===== src/rtl/breath_pwm_mc.sv =====
//----------------------------------------------------------------------------
// breath_pwm_mc : multi-channel PWM with off / fixed / breathe / blink modes
// Rev 1.0
//----------------------------------------------------------------------------
`default_nettype none

module breath_pwm_mc #(
  parameter int CHANNELS = 4,
  parameter int WIDTH    = 24,
  parameter int PERIOD   = 30000,
  parameter int STEP     = 10,
  parameter int STEP_DIV = 500
) (
  input  logic                  clk,
  input  logic                  rst,
  input  logic [CHANNELS-1:0]   en,
  input  logic [2*CHANNELS-1:0] mode,
  input  logic [WIDTH-1:0]      duty_fix,
  output logic [CHANNELS-1:0]   out,
  output logic                  period_start
);

  localparam logic [WIDTH-1:0] C_PERIOD    = WIDTH'(PERIOD);
  localparam logic [WIDTH-1:0] C_PERIOD_M1 = WIDTH'(PERIOD - 1);
  localparam logic [WIDTH-1:0] C_DIV_M1    = WIDTH'(STEP_DIV - 1);
  localparam logic [WIDTH:0]   C_PERIOD_X  = (WIDTH+1)'(PERIOD);
  localparam logic [WIDTH:0]   C_STEP_X    = (WIDTH+1)'(STEP);
  localparam logic [WIDTH-1:0] C_STEP      = WIDTH'(STEP);

  localparam logic [1:0] MODE_OFF     = 2'b00;
  localparam logic [1:0] MODE_FIXED   = 2'b01;
  localparam logic [1:0] MODE_BREATHE = 2'b10;

  logic [WIDTH-1:0] pwm_cnt_q;
  logic [WIDTH-1:0] div_cnt_q;
  logic             period_start_q;
  logic             wrap;
  logic             tick;

  assign wrap = (pwm_cnt_q == C_PERIOD_M1);
  assign tick = wrap && (div_cnt_q == C_DIV_M1);

  always_ff @(posedge clk) begin
    if (rst) begin
      pwm_cnt_q      <= '0;
      div_cnt_q      <= '0;
      period_start_q <= 1'b0;
    end else begin
      pwm_cnt_q      <= wrap ? '0 : pwm_cnt_q + WIDTH'(1);
      if (wrap) begin
        div_cnt_q <= (div_cnt_q == C_DIV_M1) ? '0 : div_cnt_q + WIDTH'(1);
      end
      period_start_q <= (pwm_cnt_q == '0);
    end
  end

  assign period_start = period_start_q;

  for (genvar i = 0; i < CHANNELS; i++) begin : g_ch
    logic [1:0]       ch_mode;
    logic [WIDTH-1:0] duty_q, duty_d;
    logic [WIDTH-1:0] act_q, act_d;
    logic             dir_q, dir_d;
    logic             blk_q, blk_d;
    logic             out_q;
    logic [WIDTH:0]   sum;

    assign ch_mode = mode[2*i +: 2];

    // Ramp uses the live mode so a change landing on the tick cycle wins.
    always_comb begin
      duty_d = duty_q;
      dir_d  = dir_q;
      blk_d  = blk_q;
      sum    = {1'b0, duty_q} + C_STEP_X;
      if (tick && en[i]) begin
        if (ch_mode == MODE_BREATHE) begin
          if (!dir_q) begin
            if (sum >= C_PERIOD_X) begin
              duty_d = C_PERIOD;
              dir_d  = 1'b1;
            end else begin
              duty_d = sum[WIDTH-1:0];
            end
          end else begin
            if ({1'b0, duty_q} <= C_STEP_X) begin
              duty_d = '0;
              dir_d  = 1'b0;
            end else begin
              duty_d = duty_q - C_STEP;
            end
          end
        end else if (ch_mode != MODE_OFF && ch_mode != MODE_FIXED) begin
          blk_d = ~blk_q;
        end
      end

      case (ch_mode)
        MODE_OFF:     act_d = '0;
        MODE_FIXED:   act_d = (duty_fix >= C_PERIOD) ? C_PERIOD : duty_fix;
        MODE_BREATHE: act_d = duty_d;
        default:      act_d = blk_d ? C_PERIOD : '0;
      endcase
      if (!en[i]) begin
        act_d = '0;
      end
    end

    always_ff @(posedge clk) begin
      if (rst) begin
        duty_q <= '0;
        dir_q  <= 1'b0;
        blk_q  <= 1'b0;
        act_q  <= '0;
        out_q  <= 1'b0;
      end else begin
        duty_q <= duty_d;
        dir_q  <= dir_d;
        blk_q  <= blk_d;
        if (wrap) begin
          act_q <= act_d;
        end
        out_q <= (pwm_cnt_q < act_q);
      end
    end

    assign out[i] = out_q;
  end : g_ch

endmodule

`default_nettype wire

===== config.mk =====
export PLATFORM = sky130hd
export DESIGN_NAME = breath_pwm_mc
export DESIGN_NICKNAME = d
export VERILOG_FILES = /design/src/rtl/breath_pwm_mc.sv
export SDC_FILE = /design/constraint.sdc
export NUM_CORES = 1
export LEC_CHECK = 0
export BUFFER_PORTS_ARGS = -buffer_cell sky130_fd_sc_hd__buf_4
export CAP_MARGIN = 30
export CELL_PAD_IN_SITES_DETAIL_PLACEMENT = 1
export CELL_PAD_IN_SITES_GLOBAL_PLACEMENT = 2
export CORE_ASPECT_RATIO = 0.7
export CORE_MARGIN = 2
export CORE_UTILIZATION = 38
export DETAILED_ROUTE_END_ITERATION = 7
export PLACE_DENSITY = 0.86
export SLEW_MARGIN = 0
export SYNTH_ARGS = -nofsm -noshare
export SYNTH_HDL_FRONTEND = slang
export SYNTH_SLANG_ARGS = --single-unit

===== constraint.sdc =====
create_clock -name clk -period 4.4 [get_ports clk]
set_input_delay 1.1 -clock clk [delete_from_list [all_inputs] [get_ports clk]]
set_output_delay 1.1 -clock clk [all_outputs]
set_load 0.02 [all_outputs]

Word level (Yosys, flattened, before mapping). Cells that the tools add are included.

Output and inout port bits: 5. Flip-flop bits (word level): 253. Bits of input ports: 38.

Mux-type cells: 58. Reduce and logical (&&, ||, !) cells: 23. Equal/unequal tests: 14. Order comparisons: 13. Add/subtract/negate cells: 10. Bitwise operators: 4.

Operators by type and width (count): 2-to-1 mux 24 bit (26); one-hot mux 24 bit (3 select lines) (4); adder 24 x 4 -> 25 bit (second input constant) (4); >= comparator 25 x 15 -> 1 bit (second input constant) (4); less-or-equal comparator 24 x 4 -> 1 bit (second input constant) (4); less-than comparator 24 bit (4); subtractor 24 x 4 -> 24 bit (second input constant) (4); 2-to-1 mux 15 bit (4); adder 24 x 1 -> 24 bit (second input constant) (2); equality test 24 x 15 -> 1 bit (second input constant) (1); equality test 24 x 9 -> 1 bit (second input constant) (1); >= comparator 24 x 15 -> 1 bit (second input constant) (1); logical NOT 24 bit (1); 2-to-1 mux 1 bit (24); logical AND 1 bit (9); equality test 2 x 1 -> 1 bit (second input constant) (4); equality test 2 bit (second input constant) (4); logical NOT 2 bit (4); != test 2 x 1 -> 1 bit (second input constant) (4); AND reduction 2 bit (4); nonzero test 2 bit (4); inverter 1 bit (4); OR reduction 2 bit (1).

Logic depth before layout (Yosys ltp). Gate-level depths: netlist of the first run.

Depth after elaboration: 8. Mapped depth: 13. Mapped depth without buffers: 11.

Worst setup path after synthesis of the first run. No wires, ideal clock.

Path kind: register to register. From: register g_ch[1].duty_q[1]. To: register g_ch[1].act_q[10]. Path buffers: 1. Clock period less this slack: 3.114 ns. Required time: 4.332 ns. Cell stages (with the launch flop): 12. Path slack: 1.286 ns. Library setup time: 0.068 ns. Arrival time: 3.046 ns. Cells stage by stage: dfxtp_1 ha_1 buf_2 o211ai_1 or4_1 o211a_1 or4b_4 o211ai_2 a21oi_2 or3_4 a311o_1 o21ai_2.

Word-level cells in the longest chain between the ends: 8. Elaborated cells on any way between the ends: 11.

Ends and longest elaborated chain: start, declared (line 61) `logic [WIDTH-1:0] duty_q, duty_d;`; start signal, assigned (line 117) `duty_q <= duty_d;`; adder 24 x 4 -> 25 bit (line 75) `sum = {1'b0, duty_q} + C_STEP_X;`; >= comparator 25 x 15 -> 1 bit (line 79) `if (sum >= C_PERIOD_X) begin`; 2-to-1 mux 24 bit (line 79); 2-to-1 mux 24 bit * (line 78) `if (!dir_q) begin`; 2-to-1 mux 24 bit * (line 77) `if (ch_mode == MODE_BREATHE) begin`; 2-to-1 mux 24 bit * (line 76) `if (tick && en[i]) begin`; one-hot mux 24 bit (3 select lines) * (line 98) `case (ch_mode)`; 2-to-1 mux 24 bit * (line 104) `if (!en[i]) begin`; end signal, assigned (line 121) `act_q <= act_d;`; end, declared (line 62) `logic [WIDTH-1:0] act_q, act_d;`.

Mark *: on every way between the ends. The rest lies on a longest branch, timed or not. A chain may end at the register's enable or synchronous reset.

Worst setup path after layout of the first run.
From: register pwm_cnt_q[1]. To: register g_ch[0].act_q[16].

Word-level cells in the longest chain between the ends: 6.

Ends and longest elaborated chain: start, declared (line 34) `logic [WIDTH-1:0] pwm_cnt_q;`; start signal, assigned (line 49) `pwm_cnt_q <= wrap ? '0 : pwm_cnt_q + WIDTH'(1);`; equality test 24 x 15 -> 1 bit * (line 40) `assign wrap = (pwm_cnt_q == C_PERIOD_M1);`; logical AND 1 bit (line 41) `assign tick = wrap && (div_cnt_q == C_DIV_M1);`; logical AND 1 bit (line 76); 2-to-1 mux 24 bit (line 76); one-hot mux 24 bit (3 select lines) (line 98); 2-to-1 mux 24 bit (line 104); end signal, assigned (line 121); end, declared (line 62).

Marked as above.

==> flow_summary.yaml, run 1 <==
power:
  powerDensity_mw_per_mm2: 263
  peakVddDrop_uv: 197
  p_leak_nw: 7.02
global_routing:
  grt.total_usage_pct: 27.2
  grt_pass1_vias: 17729
  global_route_wire_length_before_repair_um: 102000
  global_route.overflow_total: 0
  grt_max_degree: 57
  initial_antenna_violation_count: 0
cts:
  num_clock_sinks: 253
  worst_setup_hold_path_clk_slew_ns: 0.06
  clock_tree.htree_level_count: 1
  post-cts-setup-buffer-count: 0
  cts_root_buffer: "clkbuf_16"
  cts_resized: 0
  cts_hold_repair.buffers: 0
  clk_path_buf_depth: 3
  cts_tree: "yes"
  worst_skew_pair_latency_ns: 0.57
  cts_made_buffers: 27
sta:
  fmaxAchievable_ghz: 0.255
  timing.final.max_slew_violations: 0
  timing.clock.skew_ns: 0.0213
  worst_slew_pin_slew_ns: 1.04
  finalHoldWorstSlack_ns: 0.467
  period_minus_ws_final_ns: 3.91
  setup_tns_ns: 0
  timing.final.crit_share_pct: 89.0
  timing.slew.headroom_pct: 30.2
  setup_repair_after_global_routing_missed_its_margin: "false"
  finalSetupViolations: 0
  timing.final.hold_violations: 0
detailed_routing:
  final_antenna_net_count: 0
  viasPerCell: 6.16
  drt_drc_violations_left: 0
  initialDrtViolationCount: 1274
  drt-total-wl_um: 65500
  post_drt_wl_per_cell_um: 22.5
  dr.pass1.iters: 5
  vias: 17893
setup_path:
  worst_path_dominant_cell_family: "simple AND/OR/NAND/NOR gates"
  cell_breakdown_of_the_critical_path: "ha_1 -> nand3_1 -> or4_1 -> or2_1 -> buf_4 -> nor3_2 -> o21ai_0 -> a21oi_1 -> o22ai_1"
  crit_path_max_fanout: 9
  cp_slowest_cell: "nor3_2"
  worstPathBufferInverterCount: 1
  crit_required_ns: 4.82
  cpPeakStageDelay_ns: 0.80
  classification_of_the_worst_setup_path: "register to register"
  worst_reg_to_reg_setup_slack_ns: 0.49
  worstSetupStartpointType: "register"
  worst-endpoint-arrival_ns: 4.34
  critPathCaptureType: "register"
cells_and_area:
  final_layout_size_suffix_gt1_share_pct: 8.95
  area_growth_from_synthesis_to_final_layout_pct: 10.9
  layout_commonest_cell: "nor2_1"
  final_net_count: 2427
  top_library_cells_by_usage_in_the_layout_fill_and_taps_aside: "nor2_1, dfxtp_1, nand2_1"
  layout.cell_area.non_filler_mm2: 0.0192
  finish.cell_count_without_fillers: 2905
  antenna_cells_inserted: 0
floorplan:
  design.portCount: 43
  die_h_um: 182
  cell_rows: 65
  initial_core_util_pct: 38.4
  width_of_the_chip_um: 259
  core-area_mm2: 0.0450
  floorplan.die_area_mm2: 0.0472
logic_synthesis:
  synth_fa_ha_area_share_pct: 7.74
  ffs_w_async_s_r_synth_pct: 0
  ys_seq_elements: 253
  number_of_flops_mapped_to_enable_cells_by_yosys: 0
  yosys.area.top_type_share_pct: 29.3
  ys_seq_area_share_pct: 29.3
  synth-compound-area-share_pct: 25.2
  synth_xor_area_share_pct: 3.75
  post_synth_inst_count: 2296
  synth.distinct_cells: 94
  postSynthAreaPerCell_um2: 7.53
  synth_simple_gate_area_share_pct: 27.4
  postSynth.topFlopCell: "dfxtp_1"
  synthesized_net_count: 2441
  synth_top_family_by_area: "simple AND/OR/NAND/NOR gates"
  yosys-mux-area-fraction_pct: 0.362
  ys.warnings.count: 0
  netlist.top_cell.by_area: "dfxtp_1"
  synthTopCellsByArea: "dfxtp_1, ha_1, nor2_1, o21ai_0, a21oi_1"
  syn-cell-area_mm2: 0.0173
outcome:
  outcome: "complete, no violations"
placed_design:
  detailedPlacementHpwl_um: 48800
  io_buffers: 42
  place_inst: 2856
  routabilityCongestion: 0.926
  area_after_detailed_placement_mm2: 0.0182
job:
  maxCapViolCount: 0
worst_hold_path:
  worst_hold_path_type: "register to register"
## flip-flops by register name (all words and copies together) (netlist names)
name	count
g_ch.blk_q	4
g_ch.duty_q	96
g_ch.dir_q	4
pwm_cnt_q	24
div_cnt_q	24
period_start	1
g_ch.act_q	96
g_ch.out_q	4
## area by class of cell
| type | count | area [um^2] |
|---|---|---|
| clock buffers | 38 | 777 |
| clock inverters | 11 | 148 |
| fillers | 5527 | 25800 |
| inverters | 126 | 473 |
| multi-input cells | 1769 | 11200 |
| flip-flops and latches | 253 | 5060 |
| well taps | 603 | 754 |
| repair buffers | 105 | 788 |
## cell families (layout without fill, tap and decap cells)
family | count (synthesis) | after routing
AND/OR/NAND/NOR | 923 | 923
XOR/XNOR | 74 | 74
multiplexers | 6 | 6
buffers and inverters | 274 | 280
AO/OA/AOI/OAI | 659 | 659
adder cells (fa/ha/maj) | 107 | 107
flip-flops | 253 | 253
## per-layer routing
layer	vias up	track usage [%]	wire, um
li1	8370	-	-
met1	8902	40.0	31600
met2	546	41.8	28200
met3	75	4.29	4580
met4	0	5.13	1120
met5	-	0	0
## cell usage after synthesis (all sizes together), types with 9 or more instances
cell type / n
a211oi: 17
a21boi: 9
a21o: 43
a21oi: 142
a221oi: 10
a22o: 11
a22oi: 13
a31oi: 20
a32oi: 14
and2: 15
and3: 20
buf: 34
clkbuf: 114
dfxtp: 253
ha: 107
inv: 126
nand2: 171
nand2b: 35
nand3: 78
nand3b: 11
nand4: 56
nor2: 263
nor2b: 40
nor3: 85
nor4: 52
nor4b: 11
o2111ai: 9
o211ai: 23
o21a: 17
o21ai: 167
o221ai: 15
o22ai: 36
o31a: 11
o31ai: 25
or2: 13
or3: 27
or4: 16
xnor2: 34
xor2: 40
## path summary, 6_finish.rpt
check | startpoint | end | cells after the start
max | pwm_cnt_q[1] | g_ch[0].act_q[16] | 9
min | g_ch[0].act_q[22] | g_ch[0].act_q[22] | 1
min reg2reg | g_ch[0].act_q[22] | g_ch[0].act_q[22] | 1
max reg2reg | pwm_cnt_q[1] | g_ch[0].act_q[16] | 9
## metrics by stage
step / worst slack, ns / power [mW] / utilization [%]
final: 0.485 / 5.05 / 42.6
after global routing: 0.242 / 5.19 / 42.6
after CTS: 0.655 / 5.07 / 42.6
after detailed placement: 0.655 / 2.60 / 40.6
after global placement: 0.740 / 2.60 / 40.6
after floorplan: 1.29 / 2.50 / -
## power breakdown
| part | leakage [nW] | internal, mW | switching, mW |
|---|---|---|---|
| clock | 0.454 | 1.41 | 1.08 |
| combinational | 4.53 | 0.0858 | 0.158 |
| sequential | 2.04 | 2.30 | 0.0146 |
Note: power is estimated with default switching activity, not from simulation.
==> inputs of run 2 (changes only) <==
--- a/config.mk
+++ b/config.mk
@@ -11,9 +11,9 @@
 export CELL_PAD_IN_SITES_GLOBAL_PLACEMENT = 2
 export CORE_ASPECT_RATIO = 0.7
 export CORE_MARGIN = 2
-export CORE_UTILIZATION = 38
+export CORE_UTILIZATION = 41
 export DETAILED_ROUTE_END_ITERATION = 7
-export PLACE_DENSITY = 0.86
+export PLACE_DENSITY = 0.92
 export SLEW_MARGIN = 0
 export SYNTH_ARGS = -nofsm -noshare
 export SYNTH_HDL_FRONTEND = slang
==> constraint.sdc (replaced) <==
create_clock -name clk -period 4.6 [get_ports clk]
set_input_delay 1.15 -clock clk [delete_from_list [all_inputs] [get_ports clk]]
set_output_delay 1.15 -clock clk [all_outputs]
set_load 0.02 [all_outputs]
==> run 2 against run 1 <==
  * Total power decreased by 4.7%
  * Combinational power decreased by 6%
  * First-iteration DRC count increased by 29%
  * Clock skew decreased by 0.0026 ns
  * Core utilization increased by 3.5 points
  * Via count about the same
  * Hold slack got worse by 0.0095 ns
  * Critical path type unchanged
==> flow_summary.yaml, run 2 (synthesized netlist as in run 1, its figures left out) <==
outcome:
  outcome: "complete, no violations"
floorplan:
  cell_rows: 62
  initial_core_util_pct: 41.9
  core-area_mm2: 0.0413
  die_h_um: 176
  design.portCount: 43
  floorplan.die_area_mm2: 0.0438
  width_of_the_chip_um: 249
worst_hold_path:
  worst_hold_path_type: "register to register"
  min_delay_path_depth: 1
placed_design:
  post-place-ws_ns: 0.784
  io_buffers: 42
  detailedPlacementHpwl_um: 47100
  routabilityCongestion: 0.957
cts:
  clk_path_buf_depth: 3
  post-cts-setup-buffer-count: 0
  cts_made_buffers: 28
  cts_root_buffer: "clkbuf_16"
  worst_setup_hold_path_clk_slew_ns: 0.07
  clock_tree.htree_level_count: 1
  cts_hold_repair.buffers: 0
  cts_resized: 0
  worst_skew_pair_latency_ns: 0.59
  cts_tree: "yes"
  num_clock_sinks: 253
job:
  maxCapViolCount: 0
cells_and_area:
  layout_commonest_cell: "nor2_1"
  reg_top3: "g_ch.act_q (96), g_ch.duty_q (96)"
  area_growth_from_synthesis_to_final_layout_pct: 10.0
  final_layout_size_suffix_gt1_share_pct: 8.56
  top_library_cells_by_usage_in_the_layout_fill_and_taps_aside: "nor2_1, dfxtp_1, nand2_1"
  final_net_count: 2415
  final_core_utilization_pct: 46.1
sta:
  period_minus_ws_final_ns: 3.87
  fmaxAchievable_ghz: 0.258
  setup_repair_after_global_routing_missed_its_margin: "false"
  timing.final.max_slew_violations: 0
  timing.final.crit_share_pct: 84.2
  setup_tns_ns: 0
  finalWorstSetupSlack_ns: 0.727
  timing.final.hold_violations: 0
  finalSetupViolations: 0
  timing.clock.skew_ns: 0.0187
  worst_slew_pin_slew_ns: 1.01
  timing.slew.headroom_pct: 32.5
  finalHoldWorstSlack_ns: 0.457
detailed_routing:
  initialDrtViolationCount: 1647
  dr.pass1.iters: 5
  vias: 17878
  drt_drc_violations_left: 0
  viasPerCell: 6.30
  final_antenna_net_count: 0
  routed-wl-met3_um: 4630
  maxUsedRoutingLayer: "met5"
  post_drt_wl_per_cell_um: 22.3
  drt-total-wl_um: 63300
  met2_length_um: 27100
  m1WireLength_um: 30300
global_routing:
  global_route_wire_length_before_repair_um: 100000
  grt.total_usage_pct: 28.4
  global_route.overflow_total: 0
  initial_antenna_violation_count: 2
  grt_max_degree: 58
  grt_pass1_vias: 17560
setup_path:
  worstSetupStartpointType: "register"
  critPathCaptureType: "register"
  reg2regPathDepth: 11
  crit_required_ns: 5.13
  classification_of_the_worst_setup_path: "register to register"
  worst-endpoint-arrival_ns: 4.40
  crit_path_max_fanout: 17
power:
  powerDensity_mw_per_mm2: 253
  peakVddDrop_uv: 267
  p_leak_nw: 6.96
[run 2: path summary, 6_finish.rpt]
path / from / to / slack (ns)
setup / recovery: pwm_cnt_q[1] / g_ch[3].act_q[15] / 0.73
hold / removal: g_ch[0].act_q[22] / g_ch[0].act_q[22] / 0.46
setup reg to reg: pwm_cnt_q[1] / g_ch[3].act_q[15] / 0.73
hold reg to reg: g_ch[0].act_q[22] / g_ch[0].act_q[22] / 0.46
[run 2: where the power goes]
group | switching (mW) | internal [mW] | total [mW]
Sequential | 0.0138 | 2.20 | 2.21
Clock | 1.04 | 1.33 | 2.37
Combinational | 0.148 | 0.0803 | 0.229
[run 2: metrics by stage]
| stage | cell area [um^2] | instances | power, mW |
|---|---|---|---|
| 2_1_floorplan | 17300 | 2296 | 2.39 |
| 3_3_place_gp | 18100 | 2784 | 2.48 |
| 3_5_place_dp | 18100 | 2784 | 2.49 |
| 4_1_cts | 19000 | 2835 | 4.84 |
| 5_1_grt | 19000 | 2836 | 4.95 |
| 6_report | 19000 | 2836 | 4.81 |
[run 2: cell type report]
cell class / count / area [um^2]
diodes: 1 / 2.50
clock buffers: 37 / 796
clock inverters: 14 / 136
fillers: 5082 / 22200
inverters: 126 / 473
multi-input cells: 1769 / 11200
flip-flops and latches: 253 / 5060
well taps: 544 / 681
repair buffers: 92 / 703
[run 2: per-layer routing]
layer  vias up  GRT usage [%]
li1       8316              -
met1      8867           41.7
met2       595           43.5
met3        98           4.42
met4         2           6.38
met5         -              0
[run 2: critical path, stage by stage, from the launching register on]
cell and delay [ns]:
dfxtp_1 0.47, ha_1 0.27, nand3_1 0.13, or4_1 0.62, or2_1 0.29, buf_4 0.22, nor3_2 0.35, nand2_1 0.44
nor2_1 0.51, nand3b_1 0.14, a21oi_1 0.22, a22o_1 0.15
==> inputs of run 3 (changes only) <==
--- a/config.mk
+++ b/config.mk
@@ -11,9 +11,9 @@
 export CELL_PAD_IN_SITES_GLOBAL_PLACEMENT = 2
 export CORE_ASPECT_RATIO = 0.7
 export CORE_MARGIN = 2
-export CORE_UTILIZATION = 41
+export CORE_UTILIZATION = 34
 export DETAILED_ROUTE_END_ITERATION = 7
-export PLACE_DENSITY = 0.92
+export PLACE_DENSITY = 0.82
 export SLEW_MARGIN = 0
 export SYNTH_ARGS = -nofsm -noshare
 export SYNTH_HDL_FRONTEND = slang
==> constraint.sdc (replaced) <==
create_clock -name clk -period 3.4 [get_ports clk]
set_input_delay 0.85 -clock clk [delete_from_list [all_inputs] [get_ports clk]]
set_output_delay 0.85 -clock clk [all_outputs]
set_load 0.02 [all_outputs]
==> run 3 against run 2 <==
  * Setup slack worse by 0.62 ns
  * Clock power is 33% higher
  * Count of clock-buffer cells in the layout is 1 higher
  * Routed wire length is 9.2% higher
  * Flip-flop and latch count stayed put
  * Fmax is 18% higher
==> flow_summary.yaml, run 3 (synthesized netlist as in run 1, its figures left out) <==
cts:
  cts_root_buffer: "clkbuf_16"
  worst_skew_pair_latency_ns: 0.59
  num_clock_sinks: 253
  cts_hold_repair.buffers: 0
  cts_made_buffers: 27
  worst_setup_hold_path_clk_slew_ns: 0.07
  post-cts-setup-buffer-count: 0
  cts_tree: "yes"
  clk_path_buf_depth: 3
  clock_tree.htree_level_count: 1
  cts_resized: 1
setup_path:
  worst_path_dominant_cell_family: "simple AND/OR/NAND/NOR gates"
  cp_slowest_cell: "or4b_1"
  critPathCaptureType: "register"
  classification_of_the_worst_setup_path: "register to register"
  cell_breakdown_of_the_critical_path: "ha_1 -> or4b_1 -> nand3b_4 -> nor3_2 -> nand2_1 -> buf_4 -> xor2_1 -> a31oi_2 -> nand2_1 -> a211o_2 -> o211ai_1"
  worst-endpoint-arrival_ns: 3.78
  worstPathBufferInverterCount: 1
  cpPeakStageDelay_ns: 0.50
  worstSetupStartpointType: "register"
  crit_required_ns: 3.89
  crit_path_max_fanout: 6
  critical_path.most_common_cell: "nand2_1"
placed_design:
  place_inst: 3033
  routabilityCongestion: 0.942
  detailedPlacementHpwl_um: 52400
  post-place-ws_ns: -0.00791
  io_buffers: 42
global_routing:
  grt_max_degree: 60
  global_route_wire_length_before_repair_um: 109000
  global_route.overflow_total: 0
  grt.total_usage_pct: 26.2
  initial_antenna_violation_count: 0
  grt_pass1_vias: 18763
floorplan:
  design.portCount: 43
  floorplan.die_area_mm2: 0.0527
  width_of_the_chip_um: 274
  cell_rows: 69
  die_h_um: 193
  initial_core_util_pct: 34.2
  core-area_mm2: 0.0505
detailed_routing:
  viasPerCell: 5.97
  drt_drc_violations_left: 0
  post_drt_wl_per_cell_um: 22.4
  final_antenna_net_count: 0
  drt-total-wl_um: 69100
  vias: 18401
  initialDrtViolationCount: 1515
  dr.pass1.iters: 5
power:
  power.share.sequential_pct: 46.0
  p_leak_nw: 7.61
  total_switching_power_mw: 1.62
  logic_gate_share_of_total_power_pct: 5.4
  p_int_mw: 4.87
  swShare_pct: 25.0
  power.share.clock_pct: 48.5
  power_mw: 6.49
  peakVddDrop_uv: 264
  powerDensity_mw_per_mm2: 322
cells_and_area:
  final_net_count: 2533
  area_growth_from_synthesis_to_final_layout_pct: 16.6
  reg_top3: "g_ch.act_q (96), g_ch.duty_q (96)"
  top_library_cells_by_usage_in_the_layout_fill_and_taps_aside: "nor2_1, dfxtp_1, buf_4"
  antenna_cells_inserted: 0
  final_layout_size_suffix_gt1_share_pct: 13.5
  final_core_utilization_pct: 39.9
  layout_commonest_cell: "nor2_1"
  finish.cell_count_without_fillers: 3081
  fill_cells: 6224
outcome:
  outcome: "complete, no violations"
sta:
  timing.clock.skew_ns: 0.0245
  timing.final.max_slew_violations: 0
  fmaxAchievable_ghz: 0.304
  timing.final.crit_share_pct: 96.8
  timing.slew.headroom_pct: 33.9
  setup_repair_after_global_routing_missed_its_margin: "true"
  finalWorstSetupSlack_ns: 0.107
  finalSetupViolations: 0
  timing.final.hold_violations: 0
  period_minus_ws_final_ns: 3.29
  worst_slew_pin_slew_ns: 0.988
worst_hold_path:
  worst_hold_path_type: "register to register"
job:
  maxCapViolCount: 0
-- run 3: changes by cell type in the layout (fill, tap and decap cells not counted), moves of 2 or more --
| cell | before | now |
|---|---|---|
| buf_12 | 1 | 3 |
| buf_4 | 91 | 208 |
| clkbuf_16 | 29 | 27 |
| clkbuf_8 | 4 | 7 |
| clkinv_2 | 7 | 2 |
| nor2_1 | 260 | 256 |
| nor2_2 | 1 | 5 |
| nor4_1 | 48 | 45 |
| nor4_2 | 3 | 6 |
-- run 3: cell type report --
cell class / count / area (um^2) / share of cell area [%]
inverters: 126 / 473 / 2.35
clock inverters: 10 / 119 / 0.590
well taps: 674 / 843 / 4.18
clock buffers: 38 / 787 / 3.90
repair buffers: 211 / 1620 / 8.05
multi-input cells: 1769 / 11200 / 55.8
flip-flops and latches: 253 / 5070 / 25.1
-- run 3: power by group through the flow --
stage	Sequential (mW)	Combinational, mW	Clock [mW]
CTS	2.99	0.345	3.19
global placement	3.05	0.334	0
detailed placement	3.05	0.343	0
global route	2.99	0.383	3.31
finish	2.99	0.353	3.15
floorplan	3.05	0.188	0
-- run 3: final timing paths --
path         cells after the start  slack [ns]              start           endpoint
max                             11        0.11       div_cnt_q[0]   g_ch[1].act_q[5]
min                              1        0.46  g_ch[0].act_q[22]  g_ch[0].act_q[22]
max reg2reg                     11        0.11       div_cnt_q[0]   g_ch[1].act_q[5]
min reg2reg                      1        0.46  g_ch[0].act_q[22]  g_ch[0].act_q[22]
-- run 3: metrics by stage --
| stage | hold WS (ns) | area, um^2 | TNS (ns) |
|---|---|---|---|
| CTS | 0.463 | 20100 | 0 |
| floorplan | 0.426 | 17300 | 0 |
| finish | 0.460 | 20200 | 0 |
| global placement | 0.441 | 19200 | 0 |
| detailed placement | 0.448 | 19200 | -0.00791 |
| global route | 0.478 | 20200 | -0.139 |
-- run 3: per-layer routing --
layer | wire (um) | up-vias | track usage (%)
met4 | 1430 | 0 | 5.95
met5 | 0 | - | 0
met3 | 4900 | 109 | 5.59
li1 | - | 8584 | -
met1 | 33400 | 9182 | 37.3
met2 | 29300 | 526 | 40.1
